## src/rtl/bshift_pipe8_if.sv

```systemverilog
// bshift_pipe8_if: valid/ready operand and result channels of the pipelined barrel shifter
interface bshift_pipe8_if;
  logic       in_valid;
  logic       in_ready;
  logic [7:0] in_data;
  logic [2:0] in_amt;
  logic [1:0] in_mode;
  logic       out_valid;
  logic       out_ready;
  logic [7:0] out_data;
  logic       busy;
  modport slave (
    input  in_valid, in_data, in_amt, in_mode, out_ready,
    output in_ready, out_valid, out_data, busy
  );
  modport master (
    output in_valid, in_data, in_amt, in_mode, out_ready,
    input  in_ready, out_valid, out_data, busy
  );
endinterface

```

## src/rtl/bshift_pipe8.sv

```systemverilog
// bshift_pipe8: three-stage elastic barrel shifter, stage k shifts by 2**k when amt bit k is set
module bshift_pipe8 #(
  parameter int         DATA_W   = 8,
  parameter logic [7:0] RST_DATA = 8'h00
) (
  input logic          clk,
  input logic          rst,
  bshift_pipe8_if.slave b
);
  logic [2:0]        v, sv, rdy;
  logic [DATA_W-1:0] d [3];
  logic [DATA_W-1:0] sd [3];
  logic [2:0]        a [3];
  logic [2:0]        sa [3];
  logic [1:0]        m [3];
  logic [1:0]        sm [3];
  function automatic logic [7:0] sh(input logic [7:0] x, input logic [1:0] md, input logic [3:0] s);
    logic signed [7:0] t;
    t = $signed(x) >>> s;
    return md == 2'd0 ? x << s : md == 2'd1 ? x >> s : md == 2'd2 ? t : (x << s) | (x >> (4'd8 - s));
  endfunction
  always_comb begin
    sv[0] = b.in_valid;
    sd[0] = b.in_data;
    sa[0] = b.in_amt;
    sm[0] = b.in_mode;
    for (int k = 1; k < 3; k++) begin
      sv[k] = v[k-1];
      sd[k] = d[k-1];
      sa[k] = a[k-1];
      sm[k] = m[k-1];
    end
    rdy[2] = !v[2] | b.out_ready;
    rdy[1] = !v[1] | rdy[2];
    rdy[0] = !v[0] | rdy[1];
  end
  always_ff @(posedge clk or posedge rst)
    if (rst) begin
      v <= '0;
      for (int k = 0; k < 3; k++) begin
        d[k] <= RST_DATA;
        a[k] <= '0;
        m[k] <= '0;
      end
    end else
      for (int k = 0; k < 3; k++)
        if (rdy[k]) begin
          v[k] <= sv[k];
          d[k] <= sa[k][k] ? sh(sd[k], sm[k], 4'(1 << k)) : sd[k];
          a[k] <= sa[k];
          m[k] <= sm[k];
        end
  assign b.in_ready  = rdy[0];
  assign b.out_valid = v[2];
  assign b.out_data  = d[2];
  assign b.busy      = |v;
endmodule

```

## src/flat_wrapper.sv

```systemverilog
// flat-port wrapper written by rule: the top's interface ports become plain ports
module bshift_pipe8_flat 
#(
  parameter int         DATA_W   = 8,
  parameter logic [7:0] RST_DATA = 8'h00
)
  (clk, rst, b_in_valid, b_in_data, b_in_amt, b_in_mode, b_out_ready, b_in_ready, b_out_valid, b_out_data, b_busy);
  bshift_pipe8_if b_i ();
  input logic clk;
  input logic rst;
  input wire logic [$bits(b_i.in_valid)-1:0] b_in_valid;
  input wire logic [$bits(b_i.in_data)-1:0] b_in_data;
  input wire logic [$bits(b_i.in_amt)-1:0] b_in_amt;
  input wire logic [$bits(b_i.in_mode)-1:0] b_in_mode;
  input wire logic [$bits(b_i.out_ready)-1:0] b_out_ready;
  output wire logic [$bits(b_i.in_ready)-1:0] b_in_ready;
  output wire logic [$bits(b_i.out_valid)-1:0] b_out_valid;
  output wire logic [$bits(b_i.out_data)-1:0] b_out_data;
  output wire logic [$bits(b_i.busy)-1:0] b_busy;
  assign b_i.in_valid = b_in_valid;
  assign b_i.in_data = b_in_data;
  assign b_i.in_amt = b_in_amt;
  assign b_i.in_mode = b_in_mode;
  assign b_i.out_ready = b_out_ready;
  assign b_in_ready = b_i.in_ready;
  assign b_out_valid = b_i.out_valid;
  assign b_out_data = b_i.out_data;
  assign b_busy = b_i.busy;
  bshift_pipe8 #(.DATA_W(DATA_W), .RST_DATA(RST_DATA)) u_core (.clk(clk), .rst(rst), .b(b_i));
endmodule
```

## config.mk

```make
export PLATFORM = sky130hd
export DESIGN_NAME = bshift_pipe8_flat
export DESIGN_NICKNAME = d
export VERILOG_FILES = /design/src/rtl/bshift_pipe8_if.sv /design/src/rtl/bshift_pipe8.sv /design/src/flat_wrapper.sv
export SDC_FILE = /design/constraint.sdc
export NUM_CORES = 1
export LEC_CHECK = 0
export CAP_MARGIN = 30
export CELL_PAD_IN_SITES_DETAIL_PLACEMENT = 1
export CELL_PAD_IN_SITES_GLOBAL_PLACEMENT = 1
export CORE_MARGIN = 1.5
export CORE_UTILIZATION = 41
export CTS_CLUSTER_SIZE = 30
export DETAILED_ROUTE_END_ITERATION = 12
export GPL_TIMING_DRIVEN = 0
export PLACE_DENSITY = 0.82
export SYNTH_ARGS = -nofsm -noshare
export SYNTH_HDL_FRONTEND = slang
export SYNTH_SLANG_ARGS = --single-unit
```

## constraint.sdc

```tcl
create_clock -name clk -period 1.8 [get_ports clk]
set_input_delay 0.36 -clock clk [delete_from_list [all_inputs] [get_ports clk]]
set_output_delay 0.36 -clock clk [all_outputs]
set_load 0.02 [all_outputs]
```

==> results of run 1 <==
## timing repair
action,in CTS,in global routing
setup buffers,0,8
resized for setup,7,5
endpoints found under the setup margin,2,2
## kinds of logic after synthesis
| logic type | share of synthesized area, % |
|---|---|
| AOI/OAI and AO/OA | 16.1 |
| xor gates and xnor gates | 2.82 |
| buffers and inverters | 6.93 |
| DFF | 43.6 |
| muxes | 10.3 |
| and+or+nand+nor | 20.2 |
## routing by layer
layer  wire length (µm)  vias to the layer above  part of all wire [%]  track usage, %
met5                  0                        -                     0               0
met3                105                        8                   2.3            4.31
met4                 99                        0                   2.1            9.22
met2               2500                       34                    54            36.3
li1                   -                      800                     -               -
met1               1930                      779                    42            21.1
## flip-flops by register name (all words and copies together) (netlist names)
register and count:
u_core.b.out_data 8, u_core.m 4, u_core.d 16, u_core.a 3, u_core.v 3
## placed cells by master (no fill, tap or decap), types with 2 or more instances in the layout
master           count
a21oi_1              5
nand2b_1             2
mux2i_1             16
o211ai_1            13
buf_4               18
mux2_4               2
a221oi_1             2
clkdlybuf4s50_1     24
buf_2                5
o21ai_1              3
o211a_1              2
dfrtp_1             34
clkbuf_8             6
and3b_1              2
o21ai_0             13
a22o_1               4
nand2_1             40
nor2_1               9
nor2b_1              7
inv_1                3
clkbuf_1             4
nand3_1             16
## power breakdown
part / internal [mW] / switching, mW
Clock: 0.309 / 0.274
Combinational: 0.447 / 0.405
Sequential: 0.916 / 0.137
## cell type report
class,count,area (µm²),area share (%)
multi-input combinational,150,966,39.2
sequential,34,851,34.6
timing repair buffer,36,353,14.3
buffer,18,115,4.68
clock buffer,7,86.3,3.51
tap,52,65.1,2.64
inverter,4,20.0,0.813
clock inverter,1,5.00,0.203
## final timing paths
path	from	endpoint	slack (ns)	cells after the start
worst max-delay path	u_core.v[2]$_DFFE_PP0P_	b_in_ready	0.10	4
worst min-delay path	rst	u_core.b.out_data[4]$_DFFE_PP0P_	0.40	2
worst max register to register	u_core.v[2]$_DFFE_PP0P_	u_core.d[21]$_DFFE_PP0P_	0.35	5
worst min register to register	u_core.b.out_data[0]$_DFFE_PP0P_	u_core.b.out_data[0]$_DFFE_PP0P_	0.48	2
max in group asynchronous	rst	u_core.a[7]$_DFFE_PP0P_	0.91	3
min in group clk	u_core.b.out_data[0]$_DFFE_PP0P_	u_core.b.out_data[0]$_DFFE_PP0P_	0.48	2
## through the flow
stage,cell area [µm²],total power [mW],hold WS [ns],TNS [ns]
floorplan,1950,1.60,0.439,0
global placement,2290,1.86,0.461,-4.54
detailed placement,2310,1.90,0.471,-0.943
CTS,2400,2.50,0.417,-0.0383
global route,2460,2.65,0.425,0
finish,2460,2.49,0.401,0
==> impl_metrics.csv, run 1 <==
group,metric,value,unit
floorplan,core,0.00447,mm²
grt,grt_pass1_wl,7810,µm
routing,drt-total-wl,4640,µm
critical_path,worstSetupPathType,"reg2out",
logic_synthesis,synth_edf_count,0,
final_layout,syn_to_final_growth,26.2,%
logic_synthesis,synth_area_leader_cell,"dfrtp_1",
timing,worst_pin_slew,0.499,ns
critical_path,cp-start-kind,"register",
clock_network,clk_latency,0.28,ns
clock_network,htreeDepth,2,
routing,drcViolationCount,0,
placed_design,gp_congestion,0.789,
timing,final.min_clock_period,1.70,ns
timing,slew-limit-headroom,66.7,%
placed_design,dp.cells,287,
grt,antenna_found_initial,0,
logic_synthesis,synth_flop_cell,"dfrtp_1",
power,power.leakage,1.11,nW
placed_design,io_buffers,27,
logic_synthesis,yosys_warnings,0,
logic_synthesis,netlist_instances,207,
clock_network,root_buffer,"clkbuf_8",
critical_path,crit_slowest_cell,"dfrtp_1",
placed_design,place_worst_setup_slack,-0.691,ns
placed_design,hpwl,3490,µm
critical_path,critPathTopFamily,"flip-flops",
routing,viasPerCell,5.37,
floorplan,boundaryPins,28,
timing,maxSlewViolCount,0,
grt,grt-ovfl-total,0,
floorplan,die_h,72.0,µm
critical_path,cp_max_fo,8,
grt,grt_max_degree,25,
logic_synthesis,yosys.cell_types.count,36,
timing,rsz0062_at_grt,"false",
final_layout,utilization,55.0,%
critical_path,crit_path_cell_trace,"buf_4, and4b_2, clkinv_4, buf_4",
clock_network,cts_tree,"built",
logic_synthesis,synth_top_cells_by_area,"dfrtp_1, mux2i_1, nand2_1",
timing,fin_crit_sh,94.3,%
routing,wire_per_inst,15.4,µm
routing,ant_nets,0,
critical_path,cp.required,1.44,ns
min_path,min_path_type,"in2async",
logic_synthesis,synth_area,0.00195,mm²
critical_path,crit_arrival,1.34,ns
final_layout,drive_above_1_share,17.2,%
logic_synthesis,yosysMostFrequentCell,"nand2_1",
grt,grt_usage,19.6,%
critical_path,end_kind,"primary output",
routing,drtIter0Drc,83,
logic_synthesis,yosysSeqAreaShare,43.6,%
logic_synthesis,synthArstFlopShare,100,%
final_layout,fin_nets,266,
job,cap_violations,0,
floorplan,row_count,24,
grt,grt_pass1_vias,1635,
clock_network,clkTransAtPathRegs,0.07,ns
floorplan,fp.dieW,72.0,µm
timing,fmax,589,MHz
logic_synthesis,yosysTopAreaCellShare,43.6,%
critical_path,path_buf_inv,3,
final_layout,insertedDiodeCount,0,
logic_synthesis,synth_common_cells,"nand2_1, dfrtp_1, mux2i_1, nand3_1",
clock_network,clk_path_buf_depth,2,
floorplan,initial_core_util,43.6,%
clock_network,cts_made_buffers,5,
timing,fin_skew,0.00370,ns
clock_network,cts_sinks,34,
routing,vias,1621,
timing,fin_ws,0.103,ns
logic_synthesis,syn-mean-instance-area,9.42,µm²
logic_synthesis,synth_fp_nets,224,
status,status,"finished, final reports clean",
timing,hold_viol,0,
critical_path,crit_top_cell,"buf_4",
critical_path,critPathMaxStageDelay,0.40,ns
final_layout,layoutNonFillerInstCount,302,
final_layout,fillCellCount,529,
timing,finalSetupViolCount,0,
power,ir_drop,0.348,mV
logic_synthesis,synth_seq_cells,34,
floorplan,dieArea,0.00518,mm²
routing,drt_first_pass_iters,4,
clock_network,postCtsHoldBufs,0,
power,p_per_area,1010,mW/mm²
No activity file was read; power rests on OpenSTA's default activity.
==> run 2, diff against run 1 <==
--- a/config.mk
+++ b/config.mk
@@ -14,6 +14,7 @@
 export DETAILED_ROUTE_END_ITERATION = 12
 export GPL_TIMING_DRIVEN = 0
 export PLACE_DENSITY = 0.82
+export SKIP_CTS_REPAIR_TIMING = 1
 export SYNTH_ARGS = -nofsm -noshare
 export SYNTH_HDL_FRONTEND = slang
 export SYNTH_SLANG_ARGS = --single-unit
==> run 2 against run 1 <==
The flow now finishes with violations (setup timing). Combinational power decreased by 2.6%. Register-to-register slack improved by 0.07 ns. Utilization fell by 1.3 points. Setup slack got worse by 0.29 ns. Worst hold slack worse by 0.0042 ns. Die area is the same. Sequential share of layout area is 0.81 points higher. Total power is 0.81% lower. Maximum frequency decreased by 15%. Critical path type is now in2out.
==> impl_metrics.csv, run 2 (synthesized netlist as in run 1, its figures left out) <==
group,metric,value,unit
timing,worst_pin_slew,0.499,ns
timing,hold_viol,0,
timing,final.min_clock_period,1.99,ns
final_layout,multi_input_area,965,µm²
critical_path,cp-start-kind,"primary input",
floorplan,initial_core_util,43.6,%
status,violations,"setup timing",
floorplan,core,0.00447,mm²
final_layout,fillCellCount,525,
critical_path,timing.rr.end,"u_core.d[21]$_DFFE_PP0P_",
critical_path,cp_max_fo,17,
job,cap_violations,0,
grt,grt_usage,19.8,%
timing,slew-limit-headroom,66.7,%
final_layout,final_common_cell,"nand2_1",
clock_network,root_buffer,"clkbuf_8",
status,status,"complete, but fails checks",
critical_path,critPathMaxStageDelay,0.52,ns
timing,final.setup.tns,-0.189,ns
routing,drt_first_pass_iters,4,
routing,viasPerCell,5.40,
clock_network,clk_path_buf_depth,2,
routing,drtIter0Drc,73,
critical_path,crit_path_cell_trace,"clkdlybuf4s50_1, and4b_1, inv_2, dlymetal6s2s_1",
clock_network,cts_made_buffers,5,
grt,grt_pass1_vias,1653,
critical_path,rr_startpoint,"u_core.v[2]$_DFFE_PP0P_",
final_layout,layout_common_cells,"nand2_1, dfrtp_1, clkdlybuf4s50_1, mux2i_1, nand3_1",
timing,fmax,503,MHz
routing,drt-total-wl,4520,µm
timing,fin_crit_sh,110,%
critical_path,crit_slowest_cell,"clkdlybuf4s50_1",
placed_design,gp_congestion,0.789,
routing,drcViolationCount,0,
floorplan,die_h,72.0,µm
timing,rsz0062_at_grt,"true",
final_layout,syn_to_final_growth,23.3,%
min_path,min_path_type,"in2async",
floorplan,row_count,24,
final_layout,utilization,53.7,%
floorplan,boundaryPins,28,
clock_network,clkTransAtPathRegs,0.07,ns
clock_network,htreeDepth,2,
final_layout,regArea,851,µm²
routing,vias,1587,
critical_path,r2r_setup_slack,0.42,ns
clock_network,cts_tree,"built",
critical_path,end_kind,"primary output",
placed_design,hpwl,3490,µm
critical_path,worstSetupPathType,"in2out",
power,ir_drop,0.352,mV
grt,grt_max_degree,25,
floorplan,fp.dieW,72.0,µm
final_layout,regMostFlops,"u_core.d",
grt,grt-ovfl-total,0,
routing,wire_per_inst,15.4,µm
timing,fin_skew,0.00413,ns
critical_path,rr_worst_depth,4,
floorplan,dieArea,0.00518,mm²
final_layout,largest_reg_flops,16,
final_layout,drive_above_1_share,13.2,%
clock_network,cts_sinks,34,
final_layout,insertedDiodeCount,0,
grt,grt_pass1_wl,7870,µm
clock_network,clk_latency,0.29,ns
timing,maxSlewViolCount,0,
timing,fin_ws,-0.189,ns
timing,finalSetupViolCount,1,
critical_path,cp.required,1.44,ns
critical_path,crit_arrival,1.63,ns
routing,ant_nets,0,
placed_design,place_worst_setup_slack,-0.691,ns
power,power,2.47,mW
grt,antenna_found_initial,0,
power,p_per_area,1030,mW/mm²
placed_design,io_buffers,27,
power,power.leakage,1.07,nW
final_layout,fin_nets,258,
## run 2: cell types whose count changed in the layout (fill, tap and decap cells not counted), sizes merged
cell and change:
dlymetal6s2s +1, clkdlybuf4s50 +1, buf -9, clkbuf -1, clkinv -1, inv +1
## run 2: worst max-delay path: cells and delay by family
family | cells | cell delay, ns
simple gates | 1 | 0.24
buf+inv | 3 | 1.02
## run 2: how the worst max path moves through the flow
stage	start	to	slack, ns	cells after the start
floorplan	u_core.v[2]$_DFFE_PP0P_	b_in_ready	0.42	3
global placement	b_out_ready	b_in_ready	-0.69	5
detailed placement	b_out_ready	b_in_ready	-0.69	5
CTS	b_out_ready	b_in_ready	-0.70	5
global route	b_out_ready	b_in_ready	-0.26	4
finish	b_out_ready	b_in_ready	-0.19	4
## run 2: layer usage
| layer | part of all wire (%) | track usage [%] | up-vias | wire (µm) |
|---|---|---|---|---|
| met5 | 0 | 0 | - | 0 |
| met4 | 3.1 | 9.85 | 0 | 138 |
| met3 | 2.6 | 4.31 | 12 | 118 |
| met2 | 52 | 36.4 | 37 | 2360 |
| met1 | 42 | 21.3 | 750 | 1900 |
| li1 | - | - | 788 | - |
## run 2: layout make-up
type                            instances  area share (%)
Buffer                                 18            4.79
Clock buffer                            7            3.59
Clock inverter                          1           0.208
Inverter                                4           0.624
Multi-Input combinational cell        150            40.1
Sequential cell                        34            35.4
Tap cell                               52            2.71
Timing Repair Buffer                   28            12.6
## run 2: stage by stage
step                      instance area, µm²  cells  hold WS [ns]
final                                   2400    294         0.397
after global routing                    2400    294         0.425
after CTS                               2400    295         0.417
after detailed placement                2310    287         0.471
after global placement                  2290    286         0.461
after floorplan                         1950    207         0.439
## run 2: where the power goes
group | internal [mW] | switching [mW]
clock | 0.309 | 0.275
combinational | 0.430 | 0.400
sequential | 0.916 | 0.137
total | 1.65 | 0.812
